<file path="src/rtl/zion_rsn_skid_dff.sv">
// Two-entry registered valid/ready pipeline slice. The downstream side can stall
// without losing beats, and in_rdy/out_vld/occ come straight from flops.
module zion_rsn_skid_dff #(
  parameter int               WIDTH    = 8,
  parameter logic [WIDTH-1:0] INI_DATA = '0
) (
  input  logic             clk,
  input  logic             rst,
  input  logic             clr,
  input  logic             in_vld,
  output logic             in_rdy,
  input  logic [WIDTH-1:0] in_dat,
  output logic             out_vld,
  input  logic             out_rdy,
  output logic [WIDTH-1:0] out_dat,
  output logic [1:0]       occ
);

  if (WIDTH < 1) begin : g_width_check
    $error("zion_rsn_skid_dff: WIDTH must be >= 1");
  end

  typedef enum logic [1:0] {
    EMPTY = 2'd0,
    ONE   = 2'd1,
    TWO   = 2'd2
  } state_t;

  state_t           state;
  state_t           state_nxt;
  logic [WIDTH-1:0] skid;
  logic [WIDTH-1:0] skid_nxt;
  logic [WIDTH-1:0] dat_nxt;
  logic             acc;
  logic             take;

  assign acc  = in_vld & in_rdy;
  assign take = out_vld & out_rdy;

  // Next-state and next-data selection; a flush overrides any handshake.
  always_comb begin
    state_nxt = state;
    dat_nxt   = out_dat;
    skid_nxt  = skid;
    if (clr) begin
      state_nxt = EMPTY;
    end else begin
      case (state)
        EMPTY: begin
          if (acc) begin
            state_nxt = ONE;
            dat_nxt   = in_dat;
          end else begin
            state_nxt = EMPTY;
          end
        end
        ONE: begin
          if (acc && take) begin
            state_nxt = ONE;
            dat_nxt   = in_dat;
          end else if (acc) begin
            state_nxt = TWO;
            skid_nxt  = in_dat;
          end else if (take) begin
            state_nxt = EMPTY;
          end else begin
            state_nxt = ONE;
          end
        end
        TWO: begin
          // in_rdy is low here, so only the drain of the head beat can happen.
          if (take) begin
            state_nxt = ONE;
            dat_nxt   = skid;
          end else begin
            state_nxt = TWO;
          end
        end
        default: begin
          state_nxt = EMPTY;
        end
      endcase
    end
  end

  // State, payload and handshake flops; status outputs are registered copies of the next state.
  always_ff @(posedge clk or negedge rst) begin
    if (!rst) begin
      state   <= EMPTY;
      out_dat <= INI_DATA;
      skid    <= INI_DATA;
      out_vld <= 1'b0;
      in_rdy  <= 1'b0;
      occ     <= 2'd0;
    end else begin
      state   <= state_nxt;
      out_dat <= dat_nxt;
      skid    <= skid_nxt;
      out_vld <= (state_nxt != EMPTY);
      in_rdy  <= (state_nxt != TWO);
      occ     <= state_nxt;
    end
  end

endmodule

</file>
<file path="config.mk">
export PLATFORM = sky130hd
export DESIGN_NAME = zion_rsn_skid_dff
export DESIGN_NICKNAME = d
export VERILOG_FILES = /design/src/rtl/zion_rsn_skid_dff.sv
export SDC_FILE = /design/constraint.sdc
export NUM_CORES = 1
export LEC_CHECK = 0
export CAP_MARGIN = 20
export CORE_MARGIN = 2
export CORE_UTILIZATION = 50
export CTS_BUF_LIST = sky130_fd_sc_hd__clkbuf_2
export DETAILED_ROUTE_END_ITERATION = 10
export GPL_ROUTABILITY_DRIVEN = 0
export HOLD_SLACK_MARGIN = 0.03
export PLACE_DENSITY = 0.83
export SYNTH_ARGS = -nofsm -noshare
export SYNTH_HDL_FRONTEND = slang
export SYNTH_SLANG_ARGS = --single-unit
</file>
<file path="constraint.sdc">
create_clock -name clk -period 1.7 [get_ports clk]
set_input_delay 0.255 -clock clk [delete_from_list [all_inputs] [get_ports clk]]
set_output_delay 0.255 -clock clk [all_outputs]
set_load 0.01 [all_outputs]
</file>
==> flow_metrics.env <==
export IMPL_ios=25
export IMPL_coreArea_um2=1900
export IMPL_hold_ws_ns=0.252
export IMPL_grt_pass1_vias=722
export IMPL_crit_type="register to output port"
export IMPL_drc_errors=0
export IMPL_worstMarginPinSlew_ns=0.286
export IMPL_grt_start_max_net_pins=21
export IMPL_layout_drive_gt1_share_pct=40.8
export IMPL_grt_use_total_pct=18.9
export IMPL_cts_max_level=1
export IMPL_cts_tree="built"
export IMPL_power_density_nw_per_um2=1060
export IMPL_synth_top_area_cell="dfrtp_1"
export IMPL_setup_viol=0
export IMPL_ant_nets=0
export IMPL_synth_nets=79
export IMPL_clock_skew_ns=0.00251
export IMPL_required_ns=1.44
export IMPL_setup_slack_ns=0.115
export IMPL_clock_sinks=20
export IMPL_hpwl_um=1500
export IMPL_cap_violations=0
export IMPL_synth_cells=65
export IMPL_avgSynthCellArea_um2=15.1
export IMPL_crit_path_max_incr_delay_ns=0.57
export IMPL_rsz0062_at_grt="no"
export IMPL_die_h_um=48.4
export IMPL_hold_buffers=0
export IMPL_drt_total_wl_um=1910
export IMPL_cp_slowest_cell="clkdlybuf4s50_1"
export IMPL_cp_num_buf_inv=1
export IMPL_ys_seq_elements=20
export IMPL_synth_warnings=0
export IMPL_die_width_um=48.4
export IMPL_diodes=0
export IMPL_clkTransAtPathRegs_ns=0.18
export IMPL_cp_data_arrival_time_ns=1.33
export IMPL_worstPathCellList="clkdlybuf4s50_1"
export IMPL_finalMaxSlewViolations=0
export IMPL_syn_to_final_growth_pct=37.4
export IMPL_wl_per_cell_um=14.7
export IMPL_grt_overflow_total=0
export IMPL_slew_headroom_pct=80.8
export IMPL_via_per_inst=5.17
export IMPL_endpoint_kind="output port"
export IMPL_die_area_um2=2340
export IMPL_synth_cell_area_um2=985
export IMPL_tns_ns=0
export IMPL_portBuffers=24
export IMPL_timing_hold_violations_final=0
export IMPL_cts_buffers_inserted=3
export IMPL_pre_cts_ws_ns=-0.100
export IMPL_cp_start_kind="register"
export IMPL_row_count=16
export IMPL_yosysSeqAreaShare_pct=50.8
export IMPL_via_count=672
export IMPL_synth_distinct_cells=21
export IMPL_status="finished clean"
export IMPL_clk_latency_ns=0.30
export IMPL_cp_max_fo=6
export IMPL_synth_top_cells_by_area="dfrtp_1, mux2_2, mux2_4, nand4bb_4, o32ai_4"
export IMPL_dr_pass1_iters=4
export IMPL_antenna_found_initial=0
export IMPL_hp_class="input port to async pin"
export IMPL_start_util_pct=51.8
export IMPL_period_share_pct=93.2
export IMPL_synth_top_area_share_pct=50.8
export IMPL_critPathTopFamily="buffers and inverters"
export IMPL_clock_path_buffers=2
export IMPL_max_freq_mhz=631
export IMPL_root_buffer="clkbuf_2"
export IMPL_period_minus_slack_ns=1.59
export IMPL_nNetsFinal=118
export IMPL_drt_iter0_drc=7
export IMPL_grt_pass1_wl_um=3370
export IMPL_leakage_nw=0.587
export IMPL_power_total_mw=1.44
export IMPL_ir_worst_vdd_mv=0.706
## repair_timing
item	4_1_cts	5_1_grt
setup endpoints to repair	0	1
setup buffers	0	0
hold endpoints to repair	0	0
resized for setup	0	1
## state kept, by name, summed over array words and instances, names as in the netlist
signal and cells:
skid 8, in_rdy 1, out_vld 1, out_dat 8, state 2
## metal layers
metal / wire (um) / GRT usage, % / vias up
met2: 1040 / 32.6 / 11
li1: - / - / 314
met4: 13 / 7.14 / 0
met3: 61 / 3.70 / 2
met1: 789 / 23.4 / 345
met5: 0 / 0 / -
## cells in the mapped netlist
cell	instances
nor2b_1	1
o211ai_1	1
nand2b_1	2
nand4bb_4	1
a2bb2oi_1	1
dfrtp_1	20
a21boi_2	1
nand3b_1	1
mux2_4	8
nand2_1	4
nor2_1	1
mux2_2	14
ha_1	1
or3_1	2
nand4bb_1	1
and2_1	1
buf_6	1
buf_2	1
a211o_1	1
o32ai_4	1
o221a_2	1
## worst register-to-register path, cell delays in order, from the launching register on
cell	delay (ns)
dfrtp_1	0.46
nor2b_1	0.22
buf_4	0.20
mux2_2	0.34
mux2_2	0.27
## logic make-up (layout without fill, tap and decap cells)
group / Yosys count / count (layout) / share of synthesized area, %
buffers and inverters: 2 / 40 / 1.65
muxes: 22 / 22 / 28.2
AOI/OAI and AO/OA: 6 / 6 / 7.62
DFF: 20 / 20 / 50.8
adders and majority gates: 1 / 1 / 1.27
and+or+nand+nor: 14 / 14 / 10.4
## power breakdown
part	total, mW	leakage [nW]	internal [mW]	switching [mW]
Clock	0.190	0.0140	0.0512	0.139
Sequential	0.718	0.238	0.628	0.0897
Combinational	0.529	0.336	0.361	0.167
Total	1.44	0.587	1.04	0.396
## cell usage in the layout, fill, tap and decap left out, types with 2 or more instances in the layout
master / Yosys / final
buf_4: 0 / 12
clkbuf_2: 0 / 3
clkdlybuf4s50_1: 0 / 24
dfrtp_1: 20 / 19
mux2_2: 14 / 14
mux2_4: 8 / 8
nand2_1: 4 / 4
nand2b_1: 2 / 2
or3_1: 2 / 2
## through the flow
stage                     utilization (%)  instances  area (um^2)
after floorplan                         -         65          985
after detailed placement             70.1        126         1330
after CTS                            71.1        130         1350
after global routing                 71.1        130         1350
after global placement               70.1        126         1330
final                                71.1        130         1350
## layout make-up
cell class              count  area (um^2)
well taps                  27         33.8
multi-input cells          43          468
clock inverters             1         3.75
clock buffers               3         15.0
repair buffers             36          330
fillers                   133          549
flip-flops and latches     20          502
## final timing paths
path | from | end | slack (ns) | depth (start not counted)
hold / removal | rst | skid[4]$_DFFE_PN0P_ | 0.25 | 2
max in group asynchronous | rst | state[0]$_DFF_PN0_ | 1.23 | 2
setup reg to reg | state[1]$_DFF_PN0_ | out_dat[7]$_DFFE_PN0P_ | 0.11 | 4
min in group clk | skid[2]$_DFFE_PN0P_ | skid[2]$_DFFE_PN0P_ | 0.53 | 1
setup / recovery | state[1]$_DFF_PN0_ | occ[1] | 0.11 | 1
hold reg to reg | skid[2]$_DFFE_PN0P_ | skid[2]$_DFFE_PN0P_ | 0.53 | 1
No activity file was read; power rests on OpenSTA's default activity.
